$ cat src/rtl/divider_bcd_formatter.sv
// Captures divider completions on the rising edge of idle and converts quotient and
// remainder to packed BCD with a sequential double-dabble engine, then strobes bcd_valid.
module divider_bcd_formatter #(
    parameter int unsigned BITSIZE = 8,
    parameter int unsigned DIGITS  = 3,
    parameter int unsigned CNTSIZE = 4
) (
    input  logic                  clk,
    input  logic                  rst,
    input  logic [BITSIZE-1:0]    quotient,
    input  logic [BITSIZE-1:0]    remainder,
    input  logic                  not_valid,
    input  logic                  idle,
    output logic [4*DIGITS-1:0]   quot_bcd,
    output logic [4*DIGITS-1:0]   rem_bcd,
    output logic                  div_error,
    output logic                  bcd_valid,
    output logic                  busy,
    output logic                  dropped
);

    localparam int unsigned BCDW = 4 * DIGITS;

    typedef enum logic [1:0] {
        S_WAIT   = 2'd0,
        S_CONV_Q = 2'd1,
        S_CONV_R = 2'd2,
        S_DONE   = 2'd3
    } state_t;

    state_t               r_state,     w_state;
    logic                 r_idle_d;
    logic [BITSIZE-1:0]   r_sr,        w_sr;
    logic [BCDW-1:0]      r_acc,       w_acc;
    logic [CNTSIZE-1:0]   r_cnt,       w_cnt;
    logic [BITSIZE-1:0]   r_rem_hold,  w_rem_hold;
    logic                 r_err_hold,  w_err_hold;
    logic [BCDW-1:0]      r_qhold,     w_qhold;
    logic [BCDW-1:0]      r_quot_bcd,  w_quot_bcd;
    logic [BCDW-1:0]      r_rem_bcd,   w_rem_bcd;
    logic                 r_div_error, w_div_error;
    logic                 r_bcd_valid, w_bcd_valid;
    logic                 r_busy,      w_busy;
    logic                 r_dropped,   w_dropped;

    logic                 w_comp;
    logic                 w_last;
    logic [BCDW-1:0]      w_adj;
    logic [BCDW-1:0]      w_acc_shift;
    logic [BITSIZE-1:0]   w_sr_shift;

    // State and datapath registers
    always_ff @(posedge clk or negedge rst) begin
        if (!rst) begin
            r_state     <= S_WAIT;
            r_idle_d    <= 1'b1;
            r_sr        <= '0;
            r_acc       <= '0;
            r_cnt       <= '0;
            r_rem_hold  <= '0;
            r_err_hold  <= 1'b0;
            r_qhold     <= '0;
            r_quot_bcd  <= '0;
            r_rem_bcd   <= '0;
            r_div_error <= 1'b0;
            r_bcd_valid <= 1'b0;
            r_busy      <= 1'b0;
            r_dropped   <= 1'b0;
        end else begin
            r_state     <= w_state;
            r_idle_d    <= idle;
            r_sr        <= w_sr;
            r_acc       <= w_acc;
            r_cnt       <= w_cnt;
            r_rem_hold  <= w_rem_hold;
            r_err_hold  <= w_err_hold;
            r_qhold     <= w_qhold;
            r_quot_bcd  <= w_quot_bcd;
            r_rem_bcd   <= w_rem_bcd;
            r_div_error <= w_div_error;
            r_bcd_valid <= w_bcd_valid;
            r_busy      <= w_busy;
            r_dropped   <= w_dropped;
        end
    end

    // Next-state, double-dabble step and output updates
    always_comb begin
        w_state     = r_state;
        w_sr        = r_sr;
        w_acc       = r_acc;
        w_cnt       = r_cnt;
        w_rem_hold  = r_rem_hold;
        w_err_hold  = r_err_hold;
        w_qhold     = r_qhold;
        w_quot_bcd  = r_quot_bcd;
        w_rem_bcd   = r_rem_bcd;
        w_div_error = r_div_error;
        w_bcd_valid = 1'b0;
        w_adj       = r_acc;

        w_comp = idle & ~r_idle_d;
        w_last = (r_cnt == CNTSIZE'(BITSIZE - 1));

        // Add 3 to every digit >= 5, digit-local with no carry between digits
        for (int i = 0; i < int'(DIGITS); i++) begin
            if (r_acc[4*i +: 4] >= 4'd5) begin
                w_adj[4*i +: 4] = r_acc[4*i +: 4] + 4'd3;
            end
        end
        w_acc_shift = {w_adj[BCDW-2:0], r_sr[BITSIZE-1]};
        w_sr_shift  = {r_sr[BITSIZE-2:0], 1'b0};

        w_dropped = r_dropped | (w_comp & (r_state != S_WAIT));

        case (r_state)
            S_WAIT: begin
                if (w_comp) begin
                    w_rem_hold = remainder;
                    w_err_hold = not_valid;
                    if (!not_valid) begin
                        w_sr    = quotient;
                        w_acc   = '0;
                        w_cnt   = '0;
                        w_state = S_CONV_Q;
                    end else begin
                        w_state = S_DONE;
                    end
                end
            end
            S_CONV_Q: begin
                w_acc = w_acc_shift;
                w_sr  = w_sr_shift;
                w_cnt = r_cnt + CNTSIZE'(1);
                if (w_last) begin
                    w_qhold = w_acc_shift;
                    w_sr    = r_rem_hold;
                    w_acc   = '0;
                    w_cnt   = '0;
                    w_state = S_CONV_R;
                end
            end
            S_CONV_R: begin
                w_acc = w_acc_shift;
                w_sr  = w_sr_shift;
                w_cnt = r_cnt + CNTSIZE'(1);
                if (w_last) begin
                    w_quot_bcd  = r_qhold;
                    w_rem_bcd   = w_acc_shift;
                    w_div_error = 1'b0;
                    w_bcd_valid = 1'b1;
                    w_state     = S_DONE;
                end
            end
            S_DONE: begin
                // A pending error is published here first, then DONE closes out the strobe
                if (r_err_hold) begin
                    w_quot_bcd  = '1;
                    w_rem_bcd   = '1;
                    w_div_error = 1'b1;
                    w_bcd_valid = 1'b1;
                    w_err_hold  = 1'b0;
                end else begin
                    w_state = S_WAIT;
                end
            end
            default: w_state = S_WAIT;
        endcase

        w_busy = (w_state != S_WAIT);
    end

    assign quot_bcd  = r_quot_bcd;
    assign rem_bcd   = r_rem_bcd;
    assign div_error = r_div_error;
    assign bcd_valid = r_bcd_valid;
    assign busy      = r_busy;
    assign dropped   = r_dropped;

endmodule

$ cat config.mk
export PLATFORM = sky130hd
export DESIGN_NAME = divider_bcd_formatter
export DESIGN_NICKNAME = d
export VERILOG_FILES = /design/src/rtl/divider_bcd_formatter.sv
export SDC_FILE = /design/constraint.sdc
export NUM_CORES = 1
export LEC_CHECK = 0
export CAP_MARGIN = 10
export CORE_AREA = 2 2 91 93
export DETAILED_ROUTE_END_ITERATION = 8
export DIE_AREA = 0 0 93 95
export PLACE_DENSITY = 0.66
export SLEW_MARGIN = 20
export SYNTH_ARGS = -nofsm -noshare
export SYNTH_HDL_FRONTEND = slang
export SYNTH_SLANG_ARGS = --single-unit
export TNS_END_PERCENT = 20
$ cat constraint.sdc
create_clock -name clk -period 2.6 [get_ports clk]
set_input_delay 0.39 -clock clk [delete_from_list [all_inputs] [get_ports clk]]
set_output_delay 0.39 -clock clk [all_outputs]
set_load 0.05 [all_outputs]
# Word level (Yosys, flattened, before mapping)
# Index checks and enable logic that the tools add are counted.
[op_classes]
eq_ne = 8
bitwise_logic = 4
addsub = 4
shift = 0
mux = 34
reduce_logical = 11
order_cmp = 3
mul = 0
div_mod_pow = 0
[ops]
columns = ["operator", "count"]
rows = [
  ["$mux W12", 6],
  ["$pmux W12 S2", 2],
  ["$pmux W12 S3", 1],
  ["$mux W8", 3],
  ["$pmux W8 S3", 1],
  ["$mux W4", 5],
  ["$ge A4 B3 Y1 const B", 3],
  ["$pmux W4 S3", 1],
  ["$mux W2", 5],
  ["$add A4 B2 Y4 const B", 2],
  ["$ne A2 B2 Y1 const B", 4],
  ["$pmux W2 S4", 1],
  ["$reduce_bool A2 Y1", 4],
  ["$pmux W1 S2", 3],
  ["$reduce_and A2 Y1", 3],
  ["$reduce_and A3 Y1", 2],
  ["$mux W1", 5],
  ["$add A4 B1 Y4 const B", 1],
  ["$eq A2 B2 Y1 const B", 2],
  ["$eq A4 B3 Y1 const B", 1],
  ["$add A3 B2 Y3 const B", 1],
  ["$mux W3", 1],
  ["$reduce_bool A3 Y1", 1],
  ["$and A1 B1 Y1", 2],
  ["other kinds (4)", 4],
]
[totals]
in_bits = 20
mem_count = 0
output_inout_bits = 28
regBits = 76
latch_bits = 0
ramBits = 0
romBits = 0

# Depth between registers and ports, before layout
[logic_depth]
ltp_word = 5
mapped_depth = 7
ltp_nobuf = 6

# Worst setup path before layout
# Ideal clock, no wire load.
[synth_path]
kind = "register to register"
from = "register r_state[0]"
to = "register r_acc[11]"
synth_period_minus_slack_ns = 1.856
t_required_ns = 2.478
arrival_time_ns = 1.734
stages_incl_launch_ff = 7
setup_slack_ns = 0.744
path_cell_list = "dfrtp_1 inv_1 ha_1 buf_2 o31ai_1 nor2_4 a32o_1"
[synth_via]
elab_chain_cells = 3
[synth_rtl]
columns = ["element", "line_no", "source"]
rows = [
  ["start: declaration", "31", "state_t r_state, w_state;"],
  ["start signal: assignment", "70", "r_state <= w_state;"],
  ["$eq A2 B2 Y1, or another cell as far along", "116", "case (r_state)"],
  ["$reduce_bool A3 Y1 (no line) or $ne A2 B2 Y1 (tied branches)", "-", ""],
  ["$reduce_and A3 Y1 (no line)", "-", ""],
  ["end signal: assignment", "73", "r_acc <= w_acc;"],
  ["end: declaration", "34", "logic [BCDW-1:0] r_acc, w_acc;"],
]
# Several ways; a longest one is shown, not always the timed one.
# A chain may end at the register's enable or synchronous reset.

# Worst setup path in the final report
[layout_path]
from = "register r_state[1]"
to = "register r_sr[3]"
[layout_via]
elab_chain_cells = 3
[layout_rtl]
columns = ["element", "line_no", "source"]
rows = [
  ["$eq A2 B2 Y1, or another cell as far along", "116", ""],
  ["$reduce_bool A3 Y1 (no line) or $ne A2 B2 Y1 (tied branches)", "-", ""],
  ["$reduce_and A3 Y1 (no line)", "-", ""],
  ["end signal: assignment", "72", "r_sr <= w_sr;"],
  ["end: declaration", "33", "logic [BITSIZE-1:0] r_sr, w_sr;"],
]
# Several ways; a longest one is shown, not always the timed one.

==> impl_results.md <==
* Layout cells sized above 1 at 12.0%
* Sequential-to-total area share from yosys stat at between 50% and 60%
* Area growth from synthesis to layout at 23.2%
* NumNets Final at around 380
* CP cell instances: inv_1 > ha_1 > a21o_1 > buf_4 > nor3_1 > a211oi_1
* Worst VDD drop at 0.418 mV
* Worst Path Required at between 2 and 3 ns
* Clk slew on worst S/H paths at 0.08 ns
* Syn. warnings at 0
* Most frequent cells in the layout: dfrtp_1 (75), clkdlybuf4s50_1 (46), nand2_1 (18), nor2_1 (18), o22a_1 (18)
* Top FF cell, synth: dfrtp_1
* R2r startpoint: r_state[1]
* Diodes inserted at 0
* # IOs at 48
* CTS tree: yes
* Synth async-reset ratio at 100%
* Global placer's final weighted congestion at about 0.78
* Site Rows at 33
* Vias in the first global route at 2400
* Outcome: finished, final reports clean
* CTS buffer count at 9
* Initial Util at between 40% and 50%
* CP max-delay cell: a21o_1
* DRT antenna net count at 0
* Critical Path AT at about 2.4 ns
* Clock Tree Buf Depth at 2
* Cell area after layout at 0.00421 mm²
* Clock skew at 0.00581 ns
* Post-Syn Nets at approximately 330
* Grt met1 use at roughly 22%
* CP Launch Type: register
* Post-CTS Setup Bufs at 0
* Post-DP HPWL at 4730 µm
* Placement-stage cell area at 0.00398 mm²
* CP Max Fanout at 14
* Fin. max-slew vios at 0
* Post-Syn Area per Cell at ~12 µm²
* Die X at 93 µm
* P_leak at ~1.7 nW
* Commonest non-fill, non-tap cell in the layout: dfrtp_1
* Root Buffer: clkbuf_8
* Slew HR at about 37%
* Number of synthesized flops with an enable pin at 0
* DIE AREA at just under 0.009 mm²
* Number of DRC markers in iteration 0 at 109
* Chip height at about 95 µm
* Clock Sinks at 76
* Delay-heaviest family, CP: compound AO/OA/AOI/OAI gates
* Fill cells at between 700 and 800
* Cts hold-fix bufs at 0
* Port Buffers at 47
* RR Endpoint: r_sr[3]
* Synthesized cell area at between 0.003 and 0.004 mm²
* Total gr overflow at 0
* Post-synthesis cell type count at 48
* Type of the most critical hold path: in -> async
* Reg2reg setup slack at 0.49 ns
* Post-CTS Resized at 0
* Pwr dens at 911 mW/mm²
* Setup_tns at 0 ns
* Vias at 2487
* M2 GR Usage at a little over a quarter
* Pin count of the biggest net entering global routing at 77
* RSZ-0062 raised after global routing: false
* Hold Fails Final Rpt at 0
* Crit path kind: reg -> reg
* Gr busiest metal: met2
* Drt pass-1 iters at 4
* Final setup viols at 0
* Seq. cell area at approximately 0.0019 mm²
* CTS H-Tree Depth at 3
* Reg2reg path depth at 6
* Tmin final at between 2 and 2.5 ns
* Core ar. at between 0.007 and 0.008 mm²
* Multi-input gate area at approximately 0.0014 mm²
* Critical Path Max Stage Delay at about 0.50 ns
* Vias per inst at between 5 and 6
* Buf/Inv on CP at 2
* Slew @ Worst Pin at ~0.94 ns
* Critical Path Sink Type: register
* #FFs+latches synth at between 70 and 80
* First-pass GRT wire length at 11500 µm
* Mapped Cells at between 200 and 300
* Fmax at between 400 and 500 MHz
* Max-Cap Viols at 0
* Met3 usage at ~3.3%
* Total wire length at roughly 7000 µm
* Routed len/inst at 15.5 µm
* Clk_lat worst skew at around 0.35 ns
* Fin crit share at 81.0%
* Initial antenna violation count at 0
* Drt drc at 0
* Total global routing track utilization at between 10% and 20%
## worst register-to-register path, delay by kind of cell, from the launching register on
family	cells	cell delay [ns]
flip-flops	1	0.44
buffers and inverters	2	0.36
adder cells (fa/ha/maj)	1	0.39
AO/OA/AOI/OAI	2	0.74
AND/OR/NAND/NOR	1	0.06
## area by class of cell
type                       instances  share of cell area, %
sequential                        76                   45.2
timing repair buffer              53                   12.2
clock inverter                     6                   2.05
multi-input combinational        196                   33.4
clock buffer                      10                   3.27
tap                              105                   3.12
inverter                           8                  0.714
## kinds of logic after synthesis
kind of cell             count (synthesis)  synth area share (%)
AO/OA/AOI/OAI                           92                  19.5
XOR/XNOR                                 3                 0.770
adder cells (fa/ha/maj)                 12                  4.40
buffers and inverters                   22                  3.11
flip-flops                              76                  55.7
multiplexers                            18                  5.83
AND/OR/NAND/NOR                         71                  10.7
## per-layer routing
layer	vias up	part of all wire [%]
met2	71	47
met5	-	0
met1	1226	47
met4	0	1.6
met3	12	4.3
li1	1178	-
## metrics by stage
step / hold slack (ns) / setup slack, ns / power (mW) / util [%] / std cells
after CTS: 0.211 / 0.482 / 3.86 / 53.1 / 454
after floorplan: 0.0944 / 0.744 / 2.49 / - / 294
after global placement: 0.463 / 0.329 / 2.80 / 50.2 / 438
after detailed placement: 0.473 / 0.269 / 2.83 / 50.2 / 438
after global routing: 0.264 / 0.343 / 4.06 / 53.1 / 454
final: 0.174 / 0.493 / 3.83 / 53.1 / 454
## worst max-delay path by stage
stage                           end  cells past startpoint  slack [ns]       start
after floorplan           r_acc[11]                      6        0.74  r_state[0]
after global placement      r_sr[5]                      6        0.33        idle
after detailed placement    r_sr[1]                      6        0.27        idle
after CTS                   r_sr[3]                      6        0.48  r_state[1]
after global routing        r_sr[3]                      6        0.34  r_state[0]
final                       r_sr[3]                      6        0.49  r_state[1]
## power by group
part,leakage [nW],internal (mW),total [mW],switching [mW]
registers,0.886,1.38,1.53,0.144
logic,0.727,0.517,1.29,0.776
clock network,0.113,0.566,1.01,0.446
## registers in the layout, summed over array words and instances (netlist names), 2 cells and up
register	count
r_state	2
quot_bcd	12
r_sr	8
r_rem_hold	8
r_acc	12
rem_bcd	12
r_qhold	12
r_cnt	4
## cells in the mapped netlist (all sizes together), types with 6 or more instances
cell / number / area, µm²
a21oi: 11 / 58.8
nand2: 18 / 67.6
o21ai: 15 / 75.1
buf: 10 / 61.3
a31oi: 6 / 37.5
mux2: 15 / 169
ha: 12 / 150
a22o: 9 / 78.8
inv: 8 / 30.0
nand2b: 7 / 43.8
a22oi: 7 / 52.6
nor2: 19 / 78.8
o22a: 18 / 158
a211oi: 7 / 52.6
dfrtp: 75 / 1880
nor3: 7 / 35.0
(Power assumes the default switching activity.)
